==> src/rtl/add_seq_pkg.sv <==
// add_seq_pkg: shared types and defaults for the byte-serial add sequencer.
//   state_e   - sequencer FSM states
//   req_id_t  - requester identifier (0 or 1)
//   DefW      - default adder slice width
//   DefNbytes - default number of slices per operand
package add_seq_pkg;

   localparam int unsigned DefW      = 8;
   localparam int unsigned DefNbytes = 4;

   typedef logic req_id_t;

   typedef enum logic [1:0] {
      StIdle = 2'd0,
      StRun  = 2'd1,
      StDone = 2'd2
   } state_e;

endpackage

==> src/rtl/add_sequencer_if.sv <==
// add_sequencer_if: request, result and status signals of the add sequencer.
//   req0_* / req1_* - valid/ready request channels with operands a, b and carry-in
//   res_*           - valid/ready result channel: sum, carry-out, owning requester id
//   busy            - engine not idle
// Modports: master = requesters plus result consumer, slave = the sequencer.
interface add_sequencer_if #(
   parameter int unsigned W      = 8,
   parameter int unsigned NBYTES = 4
);
   import add_seq_pkg::*;

   logic                  req0_valid;
   logic                  req0_ready;
   logic [W*NBYTES-1:0]   req0_a;
   logic [W*NBYTES-1:0]   req0_b;
   logic                  req0_cin;

   logic                  req1_valid;
   logic                  req1_ready;
   logic [W*NBYTES-1:0]   req1_a;
   logic [W*NBYTES-1:0]   req1_b;
   logic                  req1_cin;

   logic                  res_valid;
   logic                  res_ready;
   logic [W*NBYTES-1:0]   res_sum;
   logic                  res_cout;
   req_id_t               res_id;

   logic                  busy;

   modport master (
      output req0_valid, req0_a, req0_b, req0_cin,
      output req1_valid, req1_a, req1_b, req1_cin,
      output res_ready,
      input  req0_ready, req1_ready,
      input  res_valid, res_sum, res_cout, res_id, busy
   );

   modport slave (
      input  req0_valid, req0_a, req0_b, req0_cin,
      input  req1_valid, req1_a, req1_b, req1_cin,
      input  res_ready,
      output req0_ready, req1_ready,
      output res_valid, res_sum, res_cout, res_id, busy
   );

endinterface

==> src/rtl/adder_slice.sv <==
// adder_slice: combinational W-bit adder, a + b + carry-in.
//   a_i, b_i  - operand slices
//   cin_i     - carry in
//   sum_o     - W-bit sum
//   cout_o    - carry out
module adder_slice #(
   parameter int unsigned W = 8
) (
   input  logic [W-1:0] a_i,
   input  logic [W-1:0] b_i,
   input  logic         cin_i,
   output logic [W-1:0] sum_o,
   output logic         cout_o
);

   logic [W:0] full;

   assign full   = {1'b0, a_i} + {1'b0, b_i} + {{W{1'b0}}, cin_i};
   assign sum_o  = full[W-1:0];
   assign cout_o = full[W];

endmodule

==> src/rtl/add_sequencer.sv <==
// add_sequencer: shares one W-bit adder slice between two requesters and walks a
// W*NBYTES-bit add through it LSB byte first, one byte per cycle.
//   clk  - clock, rising edge
//   rst  - asynchronous active-high reset; discards any in-flight operation
//   bus  - add_sequencer_if slave: two request channels, one tagged result channel, busy
module add_sequencer
   import add_seq_pkg::*;
#(
   parameter int unsigned W      = DefW,
   parameter int unsigned NBYTES = DefNbytes
) (
   input  logic           clk,
   input  logic           rst,
   add_sequencer_if.slave bus
);

   localparam int unsigned OpW   = W * NBYTES;
   localparam int unsigned KW    = (NBYTES > 1) ? $clog2(NBYTES) : 1;
   localparam logic [KW-1:0] KLast = KW'(NBYTES - 1);

   state_e          state_q, state_d;
   logic [KW-1:0]   k_q, k_d;
   req_id_t         last_id_q, last_id_d;
   req_id_t         id_q, id_d;
   logic [OpW-1:0]  a_q, a_d;
   logic [OpW-1:0]  b_q, b_d;
   logic [OpW-1:0]  sum_q, sum_d;
   logic            carry_q, carry_d;

   // Arbiter: lone requester always wins, contention goes to the one not served last.
   logic    gnt_valid;
   req_id_t gnt_id;

   always_comb begin
      gnt_valid = bus.req0_valid | bus.req1_valid;
      gnt_id    = 1'b0;
      if (bus.req0_valid && bus.req1_valid) begin
         gnt_id = ~last_id_q;
      end else if (bus.req1_valid) begin
         gnt_id = 1'b1;
      end
   end

   // Reset gates the handshake so ready stays low while rst is held.
   logic hs;
   assign hs = (state_q == StIdle) && gnt_valid && !rst;

   logic [OpW-1:0] sel_a, sel_b;
   logic           sel_cin;

   assign sel_a   = gnt_id ? bus.req1_a   : bus.req0_a;
   assign sel_b   = gnt_id ? bus.req1_b   : bus.req0_b;
   assign sel_cin = gnt_id ? bus.req1_cin : bus.req0_cin;

   logic [W-1:0] slice_a, slice_b, slice_sum;
   logic         slice_cout;

   assign slice_a = a_q[k_q*W +: W];
   assign slice_b = b_q[k_q*W +: W];

   adder_slice #(
      .W (W)
   ) u_slice (
      .a_i    (slice_a),
      .b_i    (slice_b),
      .cin_i  (carry_q),
      .sum_o  (slice_sum),
      .cout_o (slice_cout)
   );

   always_comb begin
      state_d   = state_q;
      k_d       = k_q;
      last_id_d = last_id_q;
      id_d      = id_q;
      a_d       = a_q;
      b_d       = b_q;
      sum_d     = sum_q;
      carry_d   = carry_q;

      unique case (state_q)
         StIdle: begin
            if (hs) begin
               a_d       = sel_a;
               b_d       = sel_b;
               carry_d   = sel_cin;
               id_d      = gnt_id;
               last_id_d = gnt_id;
               k_d       = '0;
               sum_d     = '0;
               state_d   = StRun;
            end
         end
         StRun: begin
            sum_d[k_q*W +: W] = slice_sum;
            carry_d           = slice_cout;
            if (k_q == KLast) begin
               k_d     = '0;
               state_d = StDone;
            end else begin
               k_d = k_q + KW'(1);
            end
         end
         StDone: begin
            if (bus.res_ready) begin
               state_d = StIdle;
            end
         end
         default: begin
            state_d = StIdle;
         end
      endcase
   end

   always_ff @(posedge clk or posedge rst) begin
      if (rst) begin
         state_q   <= StIdle;
         k_q       <= '0;
         last_id_q <= 1'b1;
         id_q      <= 1'b0;
         a_q       <= '0;
         b_q       <= '0;
         sum_q     <= '0;
         carry_q   <= 1'b0;
      end else begin
         state_q   <= state_d;
         k_q       <= k_d;
         last_id_q <= last_id_d;
         id_q      <= id_d;
         a_q       <= a_d;
         b_q       <= b_d;
         sum_q     <= sum_d;
         carry_q   <= carry_d;
      end
   end

   // Result fields read as zero outside DONE so partial sums never leak out.
   logic done;
   assign done = (state_q == StDone);

   assign bus.req0_ready = hs && (gnt_id == 1'b0);
   assign bus.req1_ready = hs && (gnt_id == 1'b1);
   assign bus.res_valid  = done;
   assign bus.res_sum    = done ? sum_q : '0;
   assign bus.res_cout   = done & carry_q;
   assign bus.res_id     = done & id_q;
   assign bus.busy       = (state_q != StIdle);

endmodule
==> src/flat_wrapper.sv <==
// flat-port wrapper written by rule: the top's interface ports become plain ports
module add_sequencer_flat import add_seq_pkg::*;
#(
   parameter int unsigned W      = DefW,
   parameter int unsigned NBYTES = DefNbytes
)
  (clk, rst, bus_req0_valid, bus_req0_a, bus_req0_b, bus_req0_cin, bus_req1_valid, bus_req1_a, bus_req1_b, bus_req1_cin, bus_res_ready, bus_req0_ready, bus_req1_ready, bus_res_valid, bus_res_sum, bus_res_cout, bus_res_id, bus_busy);
  add_sequencer_if #(.W(W), .NBYTES(NBYTES)) bus_i ();
  input  logic clk;
  input  logic rst;
  input wire logic [$bits(bus_i.req0_valid)-1:0] bus_req0_valid;
  input wire logic [$bits(bus_i.req0_a)-1:0] bus_req0_a;
  input wire logic [$bits(bus_i.req0_b)-1:0] bus_req0_b;
  input wire logic [$bits(bus_i.req0_cin)-1:0] bus_req0_cin;
  input wire logic [$bits(bus_i.req1_valid)-1:0] bus_req1_valid;
  input wire logic [$bits(bus_i.req1_a)-1:0] bus_req1_a;
  input wire logic [$bits(bus_i.req1_b)-1:0] bus_req1_b;
  input wire logic [$bits(bus_i.req1_cin)-1:0] bus_req1_cin;
  input wire logic [$bits(bus_i.res_ready)-1:0] bus_res_ready;
  output wire logic [$bits(bus_i.req0_ready)-1:0] bus_req0_ready;
  output wire logic [$bits(bus_i.req1_ready)-1:0] bus_req1_ready;
  output wire logic [$bits(bus_i.res_valid)-1:0] bus_res_valid;
  output wire logic [$bits(bus_i.res_sum)-1:0] bus_res_sum;
  output wire logic [$bits(bus_i.res_cout)-1:0] bus_res_cout;
  output wire logic [$bits(bus_i.res_id)-1:0] bus_res_id;
  output wire logic [$bits(bus_i.busy)-1:0] bus_busy;
  assign bus_i.req0_valid = bus_req0_valid;
  assign bus_i.req0_a = bus_req0_a;
  assign bus_i.req0_b = bus_req0_b;
  assign bus_i.req0_cin = bus_req0_cin;
  assign bus_i.req1_valid = bus_req1_valid;
  assign bus_i.req1_a = bus_req1_a;
  assign bus_i.req1_b = bus_req1_b;
  assign bus_i.req1_cin = bus_req1_cin;
  assign bus_i.res_ready = bus_res_ready;
  assign bus_req0_ready = bus_i.req0_ready;
  assign bus_req1_ready = bus_i.req1_ready;
  assign bus_res_valid = bus_i.res_valid;
  assign bus_res_sum = bus_i.res_sum;
  assign bus_res_cout = bus_i.res_cout;
  assign bus_res_id = bus_i.res_id;
  assign bus_busy = bus_i.busy;
  add_sequencer #(.W(W), .NBYTES(NBYTES)) u_core (.clk(clk), .rst(rst), .bus(bus_i));
endmodule
==> config.mk <==
export PLATFORM = sky130hd
export DESIGN_NAME = add_sequencer_flat
export DESIGN_NICKNAME = d
export VERILOG_FILES = /design/src/rtl/add_seq_pkg.sv /design/src/rtl/add_sequencer_if.sv /design/src/rtl/adder_slice.sv /design/src/rtl/add_sequencer.sv /design/src/flat_wrapper.sv
export SDC_FILE = /design/constraint.sdc
export NUM_CORES = 1
export LEC_CHECK = 0
export CORE_ASPECT_RATIO = 0.7
export CORE_MARGIN = 2
export CORE_UTILIZATION = 39
export CTS_BUF_LIST = sky130_fd_sc_hd__clkbuf_16
export CTS_CLUSTER_DIAMETER = 120
export DETAILED_ROUTE_END_ITERATION = 8
export PLACE_DENSITY = 0.71
export SLEW_MARGIN = 30
export SYNTH_ARGS = -nofsm -noshare
export SYNTH_HDL_FRONTEND = slang
export SYNTH_SLANG_ARGS = --single-unit
==> constraint.sdc <==
create_clock -name clk -period 3.65 [get_ports clk]
set_input_delay 1.095 -clock clk [delete_from_list [all_inputs] [get_ports clk]]
set_output_delay 1.095 -clock clk [all_outputs]
set_load 0.02 [all_outputs]
### After elaboration in Yosys (flattened, before gate mapping)

Cells that the tools add are included.

* latch bits: 0
* memory bits (writable): 0
* memories kept: 0
* logic and storage cells: 57
* bits in read-only memories: 0
* output and inout bits: 38
* input bits: 135
* flip-flop bits (word level): 103

* reduce and logical (&&, ||, !) cells: 12
* $mul: 0
* div/mod/pow operators: 0
* add/sub/neg operators: 4
* shift operators: 4
* bitwise gates (word level): 5
* order comparisons: 0
* equality and inequality tests: 6
* mux-type cells: 18

Operator list (count)
* $mux W32: 4
* $pmux W32 S2: 1
* $shiftx A32 B6 Y8: 2
* $neg A5 Y34: 1
* $shift A8 B34 Y32 const A: 1
* $shiftx A8 B34 Y32: 1
* $bwmux W32: 1
* $mux W2: 5
* $add A8 B8 Y9: 1
* $add A9 B1 Y9: 1
* $pmux W2 S3: 1
* $logic_and A1 B1 Y1: 5
* $eq A2 B2 Y1 const B: 2
* $mux W1: 4
* $ne A2 B1 Y1 const B: 2
* $pmux W2 S2: 1
* $reduce_and A2 Y1: 2
* $reduce_bool A2 Y1: 2
* $reduce_and A3 Y1: 1
* $add A2 B1 Y2 const B: 1
* $and A1 B1 Y1: 2
* $eq A2 B1 Y1 const B: 1
* $logic_not A2 Y1: 1
* $ne A2 B2 Y1 const B: 1
* other kinds (4): 5

### Longest topological paths before layout

Gate-level depths: netlist of run 1.

* depth after elaboration: 6
* depth in mapped cells: 10
* depth with buffers taken out: 9

### Cells and area by module

Synthesis of run 1 repeated with hierarchy kept, for this count alone.

* cell total of the unflattened synthesis: 518
* area, all modules: 5569.1 um^2

By module, submodules not included
* add_sequencer: area an instance 5237.5 um^2, cells an instance 476, times used 1, seq. area each 2578.7 um^2
* adder_slice: area an instance 331.6 um^2, cells an instance 42, times used 1, seq. area each 0.0 um^2

### Worst setup path after synthesis of run 1

OpenSTA, ideal clock, no wires.

* path type: input port to output port
* from: in bus_req1_valid
* to: out bus_req0_ready
* data arrival time: 2190 ps
* path slack: 365 ps
* stages: 6
* data required time: 2555 ps
* buffers on the path: 3
* path through: nor2_1 -> or3_1 -> buf_6 -> buf_6 -> buf_6 -> nor2_1

* cells in the longest elaborated chain, start to end: 4
* elaborated cells on any way between the ends: 8
* classes of those cells: 2 x mux; 2 x bitwise; 4 x reduce/logical

Ends and longest elaborated chain
* start, declared: line flat_wrapper.sv:15 `input wire logic [$bits(bus_i.req1_valid)-1:0] bus_req1_valid;`
* $mux W1, or another cell as far along: line add_sequencer.sv:39 `end else if (bus.req1_valid) begin`
* $mux W1 / $logic_and A1 B1 Y1 (equally long branches): line add_sequencer.sv:37, add_sequencer.sv:46
* $not A1 Y1 / $logic_and A1 B1 Y1 (equally long branches): line add_sequencer.sv:141, add_sequencer.sv:46
* $logic_and A1 B1 Y1 (*): line add_sequencer.sv:141 `assign bus.req0_ready = hs && (gnt_id == 1'b0);`
* end, declared: line flat_wrapper.sv:20 `output wire logic [$bits(bus_i.req0_ready)-1:0] bus_req0_ready;`

Mark *: on every way between the ends. The rest lies on a longest branch, timed or not.

### Final worst setup path of run 1

Same ends and word-level chain as after synthesis.

==> metrics, run 1 <==
run status completed; Root Buffer Master sky130_fd_sc_hd__clkbuf_16; total congestion overflow 0; first-iteration detailed-routing DRC count 256; Syn Nets ~650; arrival time reported for the critical path endpoint roughly 2.5 ns; pre-CTS setup slack -0.4475 ns; most frequently used flop master after synthesis sky130_fd_sc_hd__dfrtp_1; number of rows created at floorplan 36; Worst Hold Class register to register; post-synthesis instance total approximately 500; most frequent standard cell in the layout excluding fill and tap cells sky130_fd_sc_hd__clkdlybuf4s50_1; Max Cap Violations 0; sum of routed wire length over all layers roughly 14 mm; Yosys Warn Count 0; clock buffer count from CTS 9; remaining max-slew budget at the tightest pin 48.92%; area of the mapped netlist 5458 sq um; Crit Path Category input pin to primary output; static leakage 3.387 nW; number of global-route vias before repair 4338; full die area 14970 sq um; Register Area 2579 sq um; global-route wire length before repair 22.65 mm; type of element capturing the critical path primary output; aggregate negative setup slack 0 ns; count of vias placed by the detailed router roughly 4300; Wirelength per Cell 16.28 microns; Layout Area Growth over Synthesis 40.07%; synthesized flop and latch total between 100 and 150; crit start category input pin; fin crit share a little over nine tenths; die width approximately 150 microns; post-layout utilization of the core between 50% and 60%; final weighted congestion in routability-driven placement about 0.81; H-tree lvl count 3; placed wire-length estimate 10.67 mm; largest buffer count on any clock path 2; required time worst endpoint between 2 and 3 ns; footprint of the multi-input gates about 2700 sq um; total core area 13780 sq um; number of flops mapped to enable cells by yosys 0; ratio of routed vias to standard cells 4.981; vertical die dimension 103.0 microns; mean cell area of the mapped netlist 10.89 sq um; share of flip-flops with an asynchronous set or reset 100.0%; hold buffers post-CTS 0; final hold violation count 0; Final Slew Violations 0; unrepaired setup endpoints after global routing no; clock sink total 103; upper clock frequency limit 280.1 MHz; number of I/O port buffers 172; PnR worst setup slack 0.08034 ns; clock tree from TritonCTS built; number of antenna violations at the first check in global routing 0; NumNets Final around 810; initial standard-cell utilization of the core 39.60%; critical path fanouts, max 2; Tmin final 3.570 ns; slew at the pin closest to its max-slew limit 0.7662 ns; clock slew at the register clock pins of the worst setup and hold paths 0.07 ns; Power Dens Cells 773.8 nW/um^2; antenna diode count 0; distinct cell type count after synthesis 44; later-pin clock latency in the skew report 0.35 ns; final number of setup-violating endpoints 0; Top Ports 173; maximum number of pins on one net before global-route repair 104; commonest non-fill, non-tap cells in the layout sky130_fd_sc_hd__clkdlybuf4s50_1 (169), sky130_fd_sc_hd__dfrtp_1 (102), sky130_fd_sc_hd__nand2_1 (73); share of final-layout standard cells stronger than drive strength 1 8.507%; number of filler cells placed in the layout ~1200; Antenna Nets Post-Route 0; total DRC errors in the routed layout 0; GRT Overall Usage between 10% and 20%; clock skew after layout 0.008295 ns; worst-case vdd ir drop 0.4710 mV; Seq/Total Area, Yosys 47.25%; number of iterations in the first detailed-routing pass 4
## report_power, final
group          switching, mW  internal (mW)  leakage (nW)  total (mW)
registers              0.313           1.64          1.32        1.95
logic                   1.76           1.28          1.93        3.04
clock network          0.449          0.471         0.136       0.920
total                   2.52           3.40          3.39        5.92
## synthesized netlist by cell type, types with 2 or more instances
master	count	area, sq um
sky130_fd_sc_hd__nor2b_1	3	18.77
sky130_fd_sc_hd__mux2i_1	65	650.6
sky130_fd_sc_hd__nand2_1	73	274.0
sky130_fd_sc_hd__inv_1	13	48.80
sky130_fd_sc_hd__a21oi_1	6	30.03
sky130_fd_sc_hd__a22o_1	28	245.2
sky130_fd_sc_hd__a21o_1	5	37.54
sky130_fd_sc_hd__a31oi_1	2	12.51
sky130_fd_sc_hd__nor3_2	2	20.02
sky130_fd_sc_hd__ha_1	11	137.6
sky130_fd_sc_hd__nor3_1	2	10.01
sky130_fd_sc_hd__buf_6	7	78.83
sky130_fd_sc_hd__o21ai_1	50	250.2
sky130_fd_sc_hd__dfrtp_1	102	2552
sky130_fd_sc_hd__buf_2	9	45.04
sky130_fd_sc_hd__clkbuf_1	14	52.55
sky130_fd_sc_hd__mux4_2	16	360.4
sky130_fd_sc_hd__buf_4	2	15.01
sky130_fd_sc_hd__o21ai_0	24	120.1
sky130_fd_sc_hd__nor2_1	6	22.52
sky130_fd_sc_hd__fa_1	2	40.04
sky130_fd_sc_hd__xnor2_1	3	26.28
sky130_fd_sc_hd__and2_1	35	219.0
## stage by stage
| step | hold WS [ns] | cells | area (sq um) | power (mW) |
|---|---|---|---|---|
| 3_3_place_gp | 0.4599 | 844 | 7360 | 4.869 |
| 2_1_floorplan | 0.4414 | 501 | 5461 | 3.996 |
| 5_1_grt | 0.5042 | 860 | 7645 | 6.356 |
| 6_report | 0.4789 | 860 | 7645 | 5.915 |
| 3_5_place_dp | 0.4694 | 844 | 7360 | 5.010 |
| 4_1_cts | 0.4855 | 860 | 7637 | 5.946 |
## sequential cells by signal (all words and copies together), names as in the netlist
signal and flops:
u_core.b_q 32, u_core.sum_q 32, u_core.state_q 2, u_core.k_q 2, u_core.last_id_q 1, u_core.a_q 32
u_core.id_q 1, u_core.carry_q 1
## worst paths after layout
kind | start | slack, ns | cells after the start | to
max | bus_req1_valid | 0.08 | 6 | bus_req0_ready
min | u_core.b_q[23] | 0.48 | 2 | u_core.b_q[23]
max reg2reg | u_core.k_q[1] | 0.45 | 9 | u_core.sum_q[14]
min reg2reg | u_core.b_q[23] | 0.48 | 2 | u_core.b_q[23]
max in group asynchronous | rst | 1.84 | 4 | u_core.a_q[25]
min in group asynchronous | rst | 1.38 | 4 | u_core.id_q
## cells by family (layout without fill, tap and decap cells)
| group | count (synthesis) | after routing | synth area share (%) |
|---|---|---|---|
| compound gates | 126 | 126 | 14.42 |
| fa+ha+maj | 13 | 13 | 3.255 |
| buf+inv | 46 | 215 | 4.470 |
| xor+xnor | 4 | 4 | 0.6420 |
| mux | 81 | 81 | 18.52 |
| flops | 103 | 103 | 47.25 |
| simple gates | 128 | 128 | 11.44 |
## critical path, stage by stage
cell                              delay, ns
sky130_fd_sc_hd__clkdlybuf4s50_1       0.48
sky130_fd_sc_hd__nor2_1                0.07
sky130_fd_sc_hd__or3_4                 0.37
sky130_fd_sc_hd__nor2_1                0.14
sky130_fd_sc_hd__buf_4                 0.17
sky130_fd_sc_hd__buf_4                 0.15
## layer usage
| metal | share of wire (%) | vias up | wire length, microns | track usage, % |
|---|---|---|---|---|
| li1 | - | 2104 | - | - |
| met1 | 47 | 2014 | 6572 | 25.85 |
| met2 | 46 | 150 | 6445 | 33.14 |
| met3 | 5.6 | 16 | 787 | 4.248 |
| met4 | 1.4 | 0 | 194 | 5.958 |
| met5 | 0 | - | 0 | 0 |
## cell type report
type | instances | share of cell area, %
multi-input combinational | 352 | 34.68
sequential | 103 | 33.73
timing repair buffer | 186 | 24.11
tap | 190 | 3.110
clock buffer | 9 | 2.946
clock inverter | 7 | 0.7365
inverter | 13 | 0.6874
## timing repair
| item | in CTS | in global routing |
|---|---|---|
| setup buffers | 0 | 0 |
| resized for setup | 3 | 2 |
| setup endpoints to repair | 2 | 2 |
Note: power is estimated with default switching activity, not from simulation.
==> run 2: changes to the inputs <==
--- a/config.mk
+++ b/config.mk
@@ -11,8 +11,10 @@
 export CTS_BUF_LIST = sky130_fd_sc_hd__clkbuf_16
 export CTS_CLUSTER_DIAMETER = 120
 export DETAILED_ROUTE_END_ITERATION = 8
-export PLACE_DENSITY = 0.71
+export DONT_BUFFER_PORTS = 1
+export PLACE_DENSITY = 0.54
 export SLEW_MARGIN = 30
 export SYNTH_ARGS = -nofsm -noshare
 export SYNTH_HDL_FRONTEND = slang
+export SYNTH_HIERARCHICAL = 1
 export SYNTH_SLANG_ARGS = --single-unit
==> run 2 against run 1 <==
Sequential power is 3% higher. Worst setup slack better by 0.58 ns. Wire length is 15% higher. First-iteration DRC count is 35% higher. Register-to-register slack better by 0.23 ns. Worst hold slack better by 0.010 ns. Non-clock buffer count is 173 lower. Combinational power is 2% higher. Clock-buffer cell count stayed put. Largest cell class unchanged.
==> metrics, run 2 <==
run status completed; global-route wire length before repair 25.75 mm; number of filler cells placed in the layout roughly 1300; cell taking the most area after synthesis sky130_fd_sc_hd__dfrtp_1; post-synthesis adder-cell area fraction 3.640%; Antenna Nets Post-Route 0; type of element capturing the critical path primary output; largest registers u_core/a_q: 32 flops, u_core/b_q: 32 flops, u_core/sum_q: 32 flops; initial standard-cell utilization of the core 40.01%; number of iterations in the first detailed-routing pass 4; fin crit share 81.84%; leading cell type by number of instances after synthesis sky130_fd_sc_hd__dfrtp_1; Root Buffer Master sky130_fd_sc_hd__clkbuf_16; post-synthesis compound-gate area fraction 20.20%; Synth top area share 45.83%; Max Cap Violations 0; total congestion overflow 0; Tmin final roughly 3 ns; most frequent standard cell in the layout excluding fill and tap cells sky130_fd_sc_hd__dfrtp_1; placed wire-length estimate 11.56 mm; largest family of logic cells by synthesized area compound AO/OA/AOI/OAI gates; count of vias placed by the detailed router between 4000 and 5000; Final Slew Violations 0; crit start category input pin; Synth Area in XOR/XNOR 0.6291%; most frequent cells after synthesis sky130_fd_sc_hd__dfrtp_1 (102), sky130_fd_sc_hd__nand2_1 (72), sky130_fd_sc_hd__nor3_1 (68); commonest non-fill, non-tap cells in the layout sky130_fd_sc_hd__dfrtp_1 (102), sky130_fd_sc_hd__nand2_1 (72), sky130_fd_sc_hd__nor3_1 (68); origin of the worst min-delay path u_core/id_q; CP max-delay cell sky130_fd_sc_hd__nor3_1; Crit Path Category input pin to primary output; clock slew at the register clock pins of the worst setup and hold paths 0.07 ns; clock buffer count from CTS 9; number of rows created at floorplan 36; maximum number of pins on one net before global-route repair 70; aggregate negative setup slack 0 ns; distinct cell type count after synthesis 44; Yosys Warn Count 6; Wirelength per Cell 23.45 microns; worst-case hold path end point u_core/id_q; final hold violation count 0; number of buffers added for setup after CTS 0; worst-case vdd ir drop about 0.5 mV; number of global-route vias before repair 4283; ratio of routed vias to standard cells ~6.2; Top Ports around 170; cell depth of the worst hold path 1; Worst Path Buf+Inv 1; first-iteration detailed-routing DRC count 345; clock sink total 103; Reg-to-Reg Start u_core/k_q[1]; setup slack, reg-to-reg ~0.68 ns; hold buffers post-CTS 0; total core area between 10000 and 15000 sq um; unrepaired setup endpoints after global routing no; required time worst endpoint ~2.6 ns; footprint of the multi-input gates 2761 sq um; Worst Hold Class register to register; slew at the pin closest to its max-slew limit 0.9653 ns; vertical die dimension 104.0 microns; critical path fanouts, max 3; cells taking the most area after synthesis sky130_fd_sc_hd__dfrtp_1 (46%), sky130_fd_sc_hd__a221o_1 (12%), sky130_fd_sc_hd__mux4_2 (6.5%); largest stage delay on the critical path 0.36 ns; count of cells resized by post-cts repair 0; share of cell area taken by muxes after synthesis 6.650%; share of flip-flops with an asynchronous set or reset 100.0%; die width 146.8 microns; number of I/O port buffers 0; simple-gate portion of the synthesized area between 10% and 20%; Seq/Total Area, Yosys 46.30%; Register Area roughly 2600 sq um; arrival time reported for the critical path endpoint around 1.9 ns; static leakage 2.544 nW; sum of routed wire length over all layers between 15 and 20 mm; GRT Overall Usage 21.80%; largest buffer count on any clock path 2; full die area 15270 sq um; R2R depth 10; final weighted congestion in routability-driven placement 0.8719; clock tree from TritonCTS built; synthesized flop and latch total 103; NumNets Final 643; Power Dens Cells 997.7 nW/um^2; Syn Nets 668; antenna diode count 0; list of cells traversed by the critical path nor3_1, nand3_1, inv_1; number of antenna violations at the first check in global routing 0; most frequently used flop master after synthesis sky130_fd_sc_hd__dfrtp_1; upper clock frequency limit approximately 330 MHz; post-synthesis instance total 518; share of final-layout standard cells stronger than drive strength 1 11.07%; later-pin clock latency in the skew report 0.35 ns; Layout Area Growth over Synthesis 8.627%; critical register-to-register path endpoint u_core/carry_q; remaining max-slew budget at the tightest pin 35.11%; delay-heaviest family, CP simple AND/OR/NAND/NOR gates; mean cell area of the mapped netlist 10.75 sq um; H-tree lvl count 3; hold_ws 0.4890 ns; area of the mapped netlist 5569 sq um; final number of setup-violating endpoints 0; total DRC errors in the routed layout 0; number of flops mapped to enable cells by yosys 0; clock skew after layout roughly 0.012 ns
==> run 2: cell types whose count changed after synthesis, sizes merged, moves of 3 or more <==
cell / previous run / this run
nand3: 0 / 3
clkbuf: 14 / 28
a21o: 5 / 2
a22o: 28 / 0
nor4: 1 / 4
nor2: 7 / 4
nor3: 4 / 68
nand3b: 0 / 4
a221o: 0 / 64
mux2i: 65 / 1
a32o: 0 / 32
o21ai: 74 / 3
==> run 2: cell type report <==
type / instances / share of cell area (%)
Tap cell: 190 / 3.930
Clock inverter: 6 / 0.8893
Inverter: 11 / 0.7446
Clock buffer: 9 / 3.723
Multi-Input combinational cell: 355 / 45.65
Sequential cell: 103 / 42.63
Timing Repair Buffer: 13 / 2.441
==> run 2: through the flow <==
stage	setup slack, ns	instances	util (%)	power [mW]	area [sq um]
2_1_floorplan	0.4107	518	-	4.154	5573
3_3_place_gp	0.7312	671	41.32	5.052	5751
3_5_place_dp	0.6712	672	41.46	5.108	5771
4_1_cts	0.6617	687	43.46	6.066	6050
5_1_grt	0.4754	687	43.46	6.482	6050
6_report	0.6628	687	43.46	6.036	6050
==> run 2: logic make-up (layout without fill, tap and decap cells) <==
| logic type | after synthesis | count (layout) |
|---|---|---|
| adders and majority gates | 15 | 15 |
| buffers and inverters | 60 | 39 |
| DFF | 103 | 103 |
| xor gates and xnor gates | 4 | 4 |
| and+or+nand+nor | 200 | 200 |
| AOI/OAI and AO/OA | 119 | 119 |
| muxes | 17 | 17 |
==> run 2: worst max path at each step <==
stage                         from                to  slack, ns  cells past startpoint
global route         u_core/k_q[1]    u_core/carry_q       0.48                     10
CTS                  u_core/k_q[0]  u_core/sum_q[23]       0.66                      8
floorplan           bus_req0_valid    bus_req0_ready       0.41                      5
detailed placement             rst    bus_req0_ready       0.67                      3
global placement               rst    bus_req0_ready       0.73                      3
finish                         rst    bus_req0_ready       0.66                      3
==> run 2: where the power goes <==
group,switching (mW),internal (mW)
registers,0.373,1.63
clock network,0.411,0.520
logic,1.81,1.29
total,2.59,3.44
==> run 2: layer usage <==
metal	wire, microns	track usage, %
met1	7802	32.96
met2	6881	30.72
met3	1248	6.228
met4	178	4.993
met5	0	0
==> run 3: changes to the inputs <==
--- a/config.mk
+++ b/config.mk
@@ -12,7 +12,7 @@
 export CTS_CLUSTER_DIAMETER = 120
 export DETAILED_ROUTE_END_ITERATION = 8
 export DONT_BUFFER_PORTS = 1
-export PLACE_DENSITY = 0.54
+export PLACE_DENSITY = 0.52
 export SLEW_MARGIN = 30
 export SYNTH_ARGS = -nofsm -noshare
 export SYNTH_HDL_FRONTEND = slang
==> constraint.sdc (replaced) <==
create_clock -name clk -period 3.05 [get_ports clk]
set_input_delay 0.915 -clock clk [delete_from_list [all_inputs] [get_ports clk]]
set_output_delay 0.915 -clock clk [all_outputs]
set_load 0.02 [all_outputs]
==> run 3 against run 2 <==
Combinational power grew 23%. Register-to-register slack got worse by 0.52 ns. Largest power group unchanged. Largest cell class unchanged. First-iteration DRC count fell by 2.3%.
==> metrics, run 3 (synthesized netlist as in run 2, its figures left out) <==
full die area 15270 sq um; H-tree lvl count 3; Max Cap Violations 0; largest registers u_core/a_q: 32 flops, u_core/b_q: 32 flops, u_core/sum_q: 32 flops; most frequent standard cell in the layout excluding fill and tap cells sky130_fd_sc_hd__dfrtp_1; Register Area 2580 sq um; Layout Area Growth over Synthesis 8.785%; Root Buffer Master sky130_fd_sc_hd__clkbuf_16; aggregate negative setup slack 0 ns; Antenna Nets Post-Route 0; Top Ports 173; number of I/O port buffers 0; NumNets Final 646; antenna diode count 0; crit path capture u_core/sum_q[22]; number of rows created at floorplan 36; footprint of the multi-input gates 2765 sq um; final number of setup-violating endpoints 0; total DRC errors in the routed layout 0; Wirelength per Cell 23.77 microns; cell depth of the worst hold path 1; origin of the worst min-delay path u_core/b_q[15]; placed wire-length estimate 11.95 mm; global-route wire length before repair around 26 mm; final non-filler cell total ~690; critical register-to-register path endpoint u_core/sum_q[22]; required time worst endpoint between 3 and 4 ns; run status completed; critical path fanouts, max 4; clock buffer count from CTS 9; total core area 13920 sq um; count of vias placed by the detailed router roughly 4300; initial standard-cell utilization of the core 40.01%; remaining max-slew budget at the tightest pin 40.06%; maximum number of pins on one net before global-route repair 70; number of global-route vias before repair 4444; final weighted congestion in routability-driven placement a little under 0.8; post-layout utilization of the core 43.53%; clock slew at the register clock pins of the worst setup and hold paths roughly 0.070 ns; ratio of routed vias to standard cells 6.279; clock sink total 103; first-iteration detailed-routing DRC count 337; number of iterations in the first detailed-routing pass 5; Critical Path Source u_core/k_q[0]; die width 146.8 microns; number of antenna violations at the first check in global routing 0; Tmin final 2.885 ns; arrival time reported for the critical path endpoint 3.16 ns; fin crit share 94.59%; Final Slew Violations 0; total congestion overflow 0; number of filler cells placed in the layout 1337; Reg-to-Reg Start u_core/k_q[0]; final hold violation count 0; slew at the pin closest to its max-slew limit 0.8917 ns; static leakage around 2.6 nW; share of final-layout standard cells stronger than drive strength 1 between 10% and 20%; crit start category register; type of element capturing the critical path register; Worst Hold Class register to register; worst-case vdd ir drop 0.6382 mV; setup slack, reg-to-reg 0.16 ns; GRT Overall Usage 21.82%; largest buffer count on any clock path 2; sum of routed wire length over all layers 16.43 mm; Power Dens Cells 1204 nW/um^2; Crit Path Category register to register; clock skew after layout about 0.008 ns; clock tree from TritonCTS built; PnR worst setup slack 0.1649 ns; later-pin clock latency in the skew report 0.35 ns; pre-CTS setup slack 0.08730 ns; placed insts 675; commonest non-fill, non-tap cells in the layout sky130_fd_sc_hd__dfrtp_1 (101), sky130_fd_sc_hd__nand2_1 (72), sky130_fd_sc_hd__nor3_1 (68); unrepaired setup endpoints after global routing no; vertical die dimension 104.0 microns; R2R depth 8; upper clock frequency limit 346.6 MHz
==> run 3: changes by cell type in the layout (fill, tap and decap cells not counted) <==
cell                         delta
sky130_fd_sc_hd__clkinvlp_4     -1
sky130_fd_sc_hd__buf_4          +4
sky130_fd_sc_hd__clkinv_4       +2
sky130_fd_sc_hd__dfrtp_1        -1
sky130_fd_sc_hd__dfrtp_2        +1
sky130_fd_sc_hd__a21oi_2        +1
sky130_fd_sc_hd__inv_6          +2
sky130_fd_sc_hd__buf_12         -1
sky130_fd_sc_hd__bufinv_16      -1
sky130_fd_sc_hd__a21oi_1        -1
sky130_fd_sc_hd__inv_1          -1
==> run 3: worst max-delay path, cell delays in order, from the launching register on <==
cell and delay [ns]:
sky130_fd_sc_hd__dfrtp_2 0.42, sky130_fd_sc_hd__mux4_2 0.54, sky130_fd_sc_hd__fa_1 0.48, sky130_fd_sc_hd__fa_1 0.43, sky130_fd_sc_hd__a21oi_2 0.18, sky130_fd_sc_hd__nor2_1 0.06, sky130_fd_sc_hd__nor2_1 0.15, sky130_fd_sc_hd__xnor2_1 0.35
sky130_fd_sc_hd__a32o_1 0.22
==> run 3: how the worst min path moves through the flow <==
stage,endpoint,slack (ns)
after floorplan,u_core/id_q,0.46
after global placement,u_core/id_q,0.49
after detailed placement,u_core/b_q[15],0.50
after CTS,u_core/b_q[12],0.52
after global routing,u_core/sum_q[10],0.53
final,u_core/b_q[15],0.51
==> run 3: layout make-up <==
class | count | area share [%]
Clock buffer | 9 | 3.717
Clock inverter | 7 | 0.7848
Inverter | 11 | 0.7435
Multi-Input combinational cell | 355 | 45.64
Sequential cell | 103 | 42.59
Tap cell | 190 | 3.924
Timing Repair Buffer | 16 | 2.602
==> run 3: routing by layer <==
metal,global-route usage (%),part of all wire [%],vias up
met3,6.754,8.5,9
met4,3.329,0.68,0
met1,32.27,47,2191
li1,-,-,1955
met5,0,0,-
met2,32.13,43,184
==> run 3: timing repair <==
action	CTS	global route
buffers inserted	0	0
hold buffers	0	0
resized for setup	0	2
setup endpoints to repair	0	10
==> run 3: per-stage QoR <==
step | instance area (sq um) | total power [mW] | hold slack, ns
final | 6058 | 7.292 | 0.5125
after global routing | 6058 | 7.779 | 0.5294
after CTS | 6053 | 7.298 | 0.5177
after detailed placement | 5781 | 6.193 | 0.5006
after global placement | 5781 | 6.142 | 0.4927
after floorplan | 5573 | 4.971 | 0.4560
==> run 3: power breakdown <==
part           switching [mW]  internal, mW  leakage [nW]
sequential              0.443          1.96          1.32
combinational            2.20          1.61          1.10
clock                   0.526         0.556         0.135
